**src/rtl/rx_sched_pkg.sv**
```systemverilog
// rx_sched_pkg -- shared definitions for the receive-window scheduler.
//   rx_state_e    : scheduler FSM state encoding
//   OVR_W         : width of the dropped-result counter
//   WIN_LOG2_DEF  : default log2 of the integration window length
//   SETTLE_DEF    : default post-switch settle length in cycles
//   rr_pick()     : round-robin channel choice from mask and preference pointer
package rx_sched_pkg;

  typedef enum logic [1:0] {
    ST_IDLE    = 2'd0,
    ST_SETTLE  = 2'd1,
    ST_INTEG   = 2'd2,
    ST_PUBLISH = 2'd3
  } rx_state_e;

  localparam int OVR_W        = 8;
  localparam int WIN_LOG2_DEF = 11;
  localparam int SETTLE_DEF   = 16;

  // ptr holds the preferred channel; fall back to the other one when the
  // preferred channel is masked off. Only meaningful when mask != 0.
  function automatic logic rr_pick(input logic [1:0] mask, input logic ptr);
    return mask[ptr] ? ptr : ~ptr;
  endfunction

endpackage

```
**src/rtl/rx_window_sched_if.sv**
```systemverilog
// rx_window_sched_if -- result handshake between the scheduler and its consumer.
//   res_data  : ones-count of the published window (WIN_LOG2+1 bits)
//   res_ch    : receiver index the count belongs to
//   res_valid : result available, held until accepted
//   res_ready : consumer accept; transfer when res_valid & res_ready
// Modports: master (scheduler side), slave (consumer side).
interface rx_window_sched_if
  import rx_sched_pkg::*;
#(
  parameter int WIN_LOG2 = WIN_LOG2_DEF
);

  logic [WIN_LOG2:0] res_data;
  logic              res_ch;
  logic              res_valid;
  logic              res_ready;

  modport master (output res_data, output res_ch, output res_valid, input res_ready);
  modport slave  (input res_data, input res_ch, input res_valid, output res_ready);

endinterface

```
**src/rtl/rx_win_timer.sv**
```systemverilog
// rx_win_timer -- loadable down-counter shared by the settle and window phases.
//   clk, rst  : clock, asynchronous active-high reset
//   load      : start a run of load_val+1 cycles (wins over clear)
//   clear     : stop the current run without a done pulse
//   load_val  : cycles-minus-one for the next run
//   done      : one-cycle pulse during the last cycle of a run
module rx_win_timer #(
  parameter int CNT_W = 11
) (
  input  logic             clk,
  input  logic             rst,
  input  logic             load,
  input  logic             clear,
  input  logic [CNT_W-1:0] load_val,
  output logic             done
);

  logic [CNT_W-1:0] cnt;
  logic             active;

  assign done = active && (cnt == '0);

  always_ff @(posedge clk or posedge rst) begin
    if (rst) begin
      cnt    <= '0;
      active <= 1'b0;
    end else if (load) begin
      cnt    <= load_val;
      active <= 1'b1;
    end else if (clear) begin
      active <= 1'b0;
    end else if (active) begin
      if (cnt == '0) active <= 1'b0;
      else           cnt    <= cnt - 1'b1;
    end
  end

endmodule

```
**src/rtl/rx_window_sched.sv**
```systemverilog
// rx_window_sched -- time-multiplexes two receivers onto one ones-count
// accumulator: settle after each switch, integrate for 2^WIN_LOG2 cycles,
// publish the count through a valid/ready result port.
//   clk, rst    : clock, asynchronous active-high reset
//   enable      : run request; low returns to IDLE (aborting a running window)
//   ch_mask     : per-receiver enable, sampled only when picking a channel
//   sig         : comparator bits from receivers 0/1
//   rx_sel      : receiver routed to the accumulator
//   oe          : high while integrating
//   busy        : high outside IDLE
//   overrun_cnt : results dropped because the previous one was not accepted
//   res_if      : result handshake (master side)
// Optional feature: define RX_SCHED_OVERRUN_CNT_EN to build the saturating
// overrun counter; otherwise overrun_cnt is tied to zero.
module rx_window_sched
  import rx_sched_pkg::*;
#(
  parameter int WIN_LOG2 = WIN_LOG2_DEF,
  parameter int SETTLE   = SETTLE_DEF
) (
  input  logic             clk,
  input  logic             rst,
  input  logic             enable,
  input  logic [1:0]       ch_mask,
  input  logic [1:0]       sig,
  output logic             rx_sel,
  output logic             oe,
  output logic             busy,
  output logic [OVR_W-1:0] overrun_cnt,
  rx_window_sched_if.master res_if
);

  localparam int CNT_W = (WIN_LOG2 > 8) ? WIN_LOG2 : 8;
  localparam logic [CNT_W-1:0] SETTLE_LD = CNT_W'(SETTLE - 1);
  localparam logic [CNT_W-1:0] WIN_LD    = CNT_W'((1 << WIN_LOG2) - 1);

  rx_state_e        state, state_n;
  logic             tmr_load, tmr_clear, tmr_done;
  logic [CNT_W-1:0] tmr_val;
  logic             pick_go, pick, rr_ptr;
  logic [WIN_LOG2:0] acc;
  logic             pub_ok;

  assign pick      = rr_pick(ch_mask, rr_ptr);
  assign tmr_clear = (state_n == ST_IDLE);
  assign pub_ok    = (state == ST_PUBLISH) && (!res_if.res_valid || res_if.res_ready);

  rx_win_timer #(
    .CNT_W (CNT_W)
  ) u_timer (
    .clk      (clk),
    .rst      (rst),
    .load     (tmr_load),
    .clear    (tmr_clear),
    .load_val (tmr_val),
    .done     (tmr_done)
  );

  always_ff @(posedge clk or posedge rst) begin
    if (rst) state <= ST_IDLE;
    else     state <= state_n;
  end

  always_comb begin
    state_n  = state;
    tmr_load = 1'b0;
    tmr_val  = '0;
    pick_go  = 1'b0;
    case (state)
      ST_IDLE, ST_PUBLISH: begin
        // PUBLISH always re-enters SETTLE, even when the pick repeats the channel
        if (enable && (ch_mask != 2'b00)) begin
          state_n  = ST_SETTLE;
          tmr_load = 1'b1;
          tmr_val  = SETTLE_LD;
          pick_go  = 1'b1;
        end else begin
          state_n = ST_IDLE;
        end
      end
      ST_SETTLE: begin
        if (!enable) begin
          state_n = ST_IDLE;
        end else if (tmr_done) begin
          state_n  = ST_INTEG;
          tmr_load = 1'b1;
          tmr_val  = WIN_LD;
        end
      end
      ST_INTEG: begin
        if (!enable)       state_n = ST_IDLE;
        else if (tmr_done) state_n = ST_PUBLISH;
      end
      default: state_n = ST_IDLE;
    endcase
  end

  // Registered status and channel routing
  always_ff @(posedge clk or posedge rst) begin
    if (rst) begin
      oe     <= 1'b0;
      busy   <= 1'b0;
      rx_sel <= 1'b0;
      rr_ptr <= 1'b0;
    end else begin
      oe   <= (state_n == ST_INTEG);
      busy <= (state_n != ST_IDLE);
      if (pick_go) begin
        rx_sel <= pick;
        rr_ptr <= ~pick;
      end
    end
  end

  // Accumulator: held at zero through SETTLE so INTEG always starts clean,
  // which also discards any sum left over from an aborted window.
  always_ff @(posedge clk or posedge rst) begin
    if (rst) begin
      acc <= '0;
    end else if (state == ST_SETTLE) begin
      acc <= '0;
    end else if (state == ST_INTEG) begin
      acc <= acc + {{WIN_LOG2{1'b0}}, sig[rx_sel]};
    end
  end

  // Result port: a new result may only replace one that is being taken this cycle
  always_ff @(posedge clk or posedge rst) begin
    if (rst) begin
      res_if.res_data  <= '0;
      res_if.res_ch    <= 1'b0;
      res_if.res_valid <= 1'b0;
    end else if (pub_ok) begin
      res_if.res_data  <= acc;
      res_if.res_ch    <= rx_sel;
      res_if.res_valid <= 1'b1;
    end else if (res_if.res_valid && res_if.res_ready) begin
      res_if.res_valid <= 1'b0;
    end
  end

`ifdef RX_SCHED_OVERRUN_CNT_EN
  logic [OVR_W-1:0] ovr_q;
  logic             drop;

  assign drop = (state == ST_PUBLISH) && res_if.res_valid && !res_if.res_ready;

  always_ff @(posedge clk or posedge rst) begin
    if (rst)                         ovr_q <= '0;
    else if (drop && (ovr_q != '1))  ovr_q <= ovr_q + 1'b1;
  end

  assign overrun_cnt = ovr_q;
`else
  assign overrun_cnt = '0;
`endif

endmodule

```
**src/flat_wrapper.sv**
```systemverilog
// flat-port wrapper written by rule: the top's interface ports become plain ports
module rx_window_sched_flat import rx_sched_pkg::*;
#(
  parameter int WIN_LOG2 = WIN_LOG2_DEF,
  parameter int SETTLE   = SETTLE_DEF
)
  (clk, rst, enable, ch_mask, sig, rx_sel, oe, busy, overrun_cnt, res_if_res_data, res_if_res_ch, res_if_res_valid, res_if_res_ready);
  rx_window_sched_if #(.WIN_LOG2(WIN_LOG2)) res_if_i ();
  input  logic clk;
  input  logic rst;
  input  logic enable;
  input  logic [1:0] ch_mask;
  input  logic [1:0] sig;
  output logic rx_sel;
  output logic oe;
  output logic busy;
  output logic [OVR_W-1:0] overrun_cnt;
  output wire logic [$bits(res_if_i.res_data)-1:0] res_if_res_data;
  output wire logic [$bits(res_if_i.res_ch)-1:0] res_if_res_ch;
  output wire logic [$bits(res_if_i.res_valid)-1:0] res_if_res_valid;
  input wire logic [$bits(res_if_i.res_ready)-1:0] res_if_res_ready;
  assign res_if_res_data = res_if_i.res_data;
  assign res_if_res_ch = res_if_i.res_ch;
  assign res_if_res_valid = res_if_i.res_valid;
  assign res_if_i.res_ready = res_if_res_ready;
  rx_window_sched #(.WIN_LOG2(WIN_LOG2), .SETTLE(SETTLE)) u_core (.clk(clk), .rst(rst), .enable(enable), .ch_mask(ch_mask), .sig(sig), .rx_sel(rx_sel), .oe(oe), .busy(busy), .overrun_cnt(overrun_cnt), .res_if(res_if_i));
endmodule
```
**config.mk**
```make
export PLATFORM = sky130hd
export DESIGN_NAME = rx_window_sched_flat
export DESIGN_NICKNAME = d
export VERILOG_FILES = /design/src/rtl/rx_sched_pkg.sv /design/src/rtl/rx_window_sched_if.sv /design/src/rtl/rx_win_timer.sv /design/src/rtl/rx_window_sched.sv /design/src/flat_wrapper.sv
export SDC_FILE = /design/constraint.sdc
export NUM_CORES = 1
export LEC_CHECK = 0
export ABC_AREA = 1
export CAP_MARGIN = 20
export CORE_MARGIN = 5
export CORE_UTILIZATION = 55
export CTS_BUF_LIST = sky130_fd_sc_hd__clkbuf_4
export CTS_CLUSTER_DIAMETER = 50
export CTS_CLUSTER_SIZE = 20
export DETAILED_ROUTE_END_ITERATION = 8
export HOLD_SLACK_MARGIN = 0.15
export PLACE_DENSITY = 0.88
export SLEW_MARGIN = 20
export SYNTH_ARGS = -nofsm -noshare
export SYNTH_HDL_FRONTEND = slang
export SYNTH_SLANG_ARGS = --single-unit
```
**constraint.sdc**
```tcl
create_clock -name clk -period 2.99 [get_ports clk]
set_input_delay 0.4485 -clock clk [delete_from_list [all_inputs] [get_ports clk]]
set_output_delay 0.4485 -clock clk [all_outputs]
set_load 0.05 [all_outputs]
```
==> metrics.md <==
| Metric | Value |
|---|---|
| Die Width | 75.47 um |
| Area leader, netlist | dfrtp_1 |
| Final Core Density | 0.6522 |
| Largest net degree at the start of global routing | 45 |
| CTS resizes | 0 |
| Synth top area cells | dfrtp_1 (47%), nand2_1 (9.9%), nand3_1 (4.9%), o21ai_0 (4.7%), inv_1 (4.5%) |
| Register area | 1101 um2 |
| Async set-reset flop share out of synthesis | 1.000 |
| Status | finished, final reports clean |
| Design area | 2665 um2 |
| FF-to-FF path depth | 10 |
| Switching Fraction | 0.3730 |
| Synthesis Warnings | 0 |
| Fmax | roughly 0.45 GHz |
| Unique masters post-synth | 35 |
| Pleak | around 1.3 nW |
| DP Area | roughly 2600 um2 |
| Met2 usage | 0.3106 |
| Gate power share | 0.306 |
| Crit-path slowest cell | ha_1 |
| Gpl congestion | about 0.86 |
| Clk Latency, worst-skew pair | 0.36 ns |
| FF+latch count, synth | 44 |
| Die Ht | 75.47 um |
| Pwr/cell area | 617.0 nW/um2 |
| Sequential share of power | 0.469 |
| DR vias | ~1,900 |
| Synth top area share | 0.4671 |
| Aggregate global routing overflow | 0 |
| R2R Path Start | u_core.state[0] |
| Antenna Nets Post-Route | 0 |
| Mean number of vias per cell | about 5.4 |
| N_diodes | 0 |
| Clock skew | 0.02063 ns |
| DR DRC count | 0 |
| First-pass GRT wire length | 8169 um |
| Post-Synth Simple-Gate Area | 0.2919 |
| Setup bufs post-CTS | 0 |
| RSZ-0062 raised after global routing | no |
| Mux share of post-synthesis cell area | 0.009554 |
| Xor/xnor share of the synthesized area | 0.01486 |
| Actual slew at the worst max-slew pin | 0.6863 ns |
| Setup violations, final | 0 |
| WL/cell | 13.34 um |
| Initial antenna violation count | 0 |
| Cell Area, Synth | 2357 um2 |
| CTS Root Cell | clkbuf_4 |
| Synth Area in Adders | 0.03715 |
| Max cap viols | 0 |
| Synth Area in Compound Gates | 0.07909 |
| Seq/Total Area, Yosys | 0.4671 |
| Worst hold path type | in2async |
| CORE AREA | 4086 um2 |
| CTS max path bufs | 2 |
| Initial drt markers | 224 |
| Tmin final | 2.226 ns |
| Layout cells sized above 1 | 0.1209 |
| Sw Pwr | 613.3 uW |
| Top cells by count, synth | nand2_1 (62), dfrtp_1 (44), inv_1 (28), nand3_1 (23), o21ai_0 (22) |
| CP Capture Type | register |
| Syn Inst Count | 280 |
| PortBufs | 24 |
| Main combinational cell family by area after synthesis | simple AND/OR/NAND/NOR gates |
| Relative slew slack | 0.5414 |
| Worst VDD drop | 0.0004013 V |
| Max-slew violations | 0 |
| Post-synth EDFFs | 0 |
| Busiest grt layer | met2 |
| Crit path launch type | register |
| Synthesized area per cell | 8.419 um2 |
| # fillers | ~320 |
| Count leader, synth | nand2_1 |
| CTS Hold Bufs | 0 |
| Core Rows | 23 |
| Global Route met3 Usage | 0.04749 |
| Footprint of the multi-input gates | ~1000 um2 |
| Crit-path cells | inv_1 > ha_1 > o211ai_2 > nor2_1 > inv_2 > nand2_1 > inv_2 > nand2_4 > nand2_2 > nand2_2 |
| Setup_tns | 0 ns |
| Tcrit/Tclk final | 0.7443 |
| Sink Count | 44 |
| Worst Path Required | 3.28 ns |
| Initial Utilization | 0.5769 |
| Hold Fails Final Rpt | 0 |
| H-tree depth | 2 |
| Met1 usage | 0.2466 |
| CTS tree | built |
| TritonCTS Buffers | 5 |
| FF-to-FF End | u_core.u_timer.cnt[7] |
| Data arrival, critical path | roughly 2.5 ns |
| WS Path Type | reg2reg |
| Clk pin slew, worst setup/hold paths | 0.14 ns |
| HPWL after detailed placement | 3355 um |
| Vias in the first global route | 1,757 |
| Io pins | 33 |
| Crit Path Max Fanout | 15 |
| Area delta synth->final | 13.06% |
| NumNets Final | 320 |
| Crit path largest cell delay | 0.47 ns |
| Top_reg_cell synth | dfrtp_1 |
| R2r setup slk | 0.76 ns |
| Total wire length | 4748 um |
| Drt first pass iters | 4 |
| Cell-internal power | between 1 and 1.5 mW |
| Clock network power share | 0.225 |
| Total GRT Usage | 0.1904 |
| Die area | 5695 um2 |
## final cells by class
type,instances,area share
clock buffers,5,0.01408
clock inverters,3,0.01596
inverters,33,0.04648
multi-input cells,196,0.3939
flip-flops and latches,44,0.4131
well taps,50,0.02347
repair buffers,25,0.09296
## routing by layer
layer | share of wire | wire length (um)
met5 | 0 | 0
met4 | 0.016 | 76
met3 | 0.082 | 387
met2 | 0.47 | 2241
met1 | 0.43 | 2043
## kinds of logic after synthesis
group                    count (synthesis)
buffers and inverters                   47
AND/OR/NAND/NOR                        141
multiplexers                             2
AO/OA/AOI/OAI                           34
flip-flops                              44
adder cells (fa/ha/maj)                  7
XOR/XNOR                                 4
other                                    1
## sequential cells by signal, summed over array words and instances, names as in the netlist
| register | count |
|---|---|
| u_core.oe | 1 |
| u_core.res_if.res_data | 12 |
| u_core.res_if.res_valid | 1 |
| u_core.u_timer.active | 1 |
| u_core.res_if.res_ch | 1 |
| u_core.u_timer.cnt | 11 |
| u_core.rx_sel | 1 |
| u_core.rr_ptr | 1 |
| u_core.state | 2 |
| u_core.acc | 12 |
| u_core.busy | 1 |
## power by group through the flow
stage | combinational (mW) | sequential [mW] | clock, mW
after global placement | 0.468 | 0.775 | 0
after global routing | 0.573 | 0.782 | 0.407
after floorplan | 0.402 | 0.775 | 0
after CTS | 0.501 | 0.768 | 0.379
after detailed placement | 0.494 | 0.778 | 0
final | 0.503 | 0.771 | 0.371
## per-stage QoR
| step | setup WS (ns) | total power [mW] | hold WS (ns) | instances |
|---|---|---|---|---|
| global route | 0.5770 | 1.762 | 0.5285 | 356 |
| finish | 0.7644 | 1.644 | 0.5016 | 356 |
| global placement | 0.6863 | 1.243 | 0.4647 | 348 |
| CTS | 0.7818 | 1.648 | 0.5043 | 356 |
| floorplan | 0.9931 | 1.177 | 0.4521 | 287 |
| detailed placement | 0.5675 | 1.272 | 0.4720 | 348 |
## worst max-delay path by stage
stage	end	from	slack [ns]
2_1_floorplan	u_core.acc[10]	u_core.rx_sel	0.99
3_3_place_gp	u_core.acc[10]	sig[1]	0.69
3_5_place_dp	u_core.acc[9]	sig[0]	0.57
4_1_cts	u_core.u_timer.cnt[7]	u_core.state[0]	0.78
5_1_grt	u_core.u_timer.cnt[7]	u_core.state[0]	0.58
6_report	u_core.u_timer.cnt[7]	u_core.state[0]	0.76
## critical path: cells and delay by family (launching register included)
family                     cells  cell delay (ns)
buffers and inverters          3             0.31
and+or+nand+nor                5             0.76
AOI/OAI and AO/OA              1             0.22
adders and majority gates      1             0.47
DFF                            1             0.40
## cell usage in the layout, fill, tap and decap left out
cell type,instances
mux2_2,2
inv_2,4
o211ai_2,1
nor4_1,1
ha_1,7
nand2_2,13
xor2_1,1
nor2_4,2
nand4_1,4
nand2_4,2
clkinv_4,1
o22ai_1,1
a21oi_1,7
or2_2,1
nor3_2,1
a21o_1,1
nand3_2,2
clkdlybuf4s50_1,24
buf_4,1
clkinv_1,3
o21ai_0,22
bufinv_16,1
nand3b_1,1
a21boi_0,2
nor2_1,17
inv_1,27
clkbuf_4,5
dfrtp_1,44
nand3_1,23
nand4_2,1
conb_1,8
nor3_1,8
nor3b_1,3
xnor2_1,3
nand2_1,62
Note: power is estimated with default switching activity, not from simulation.
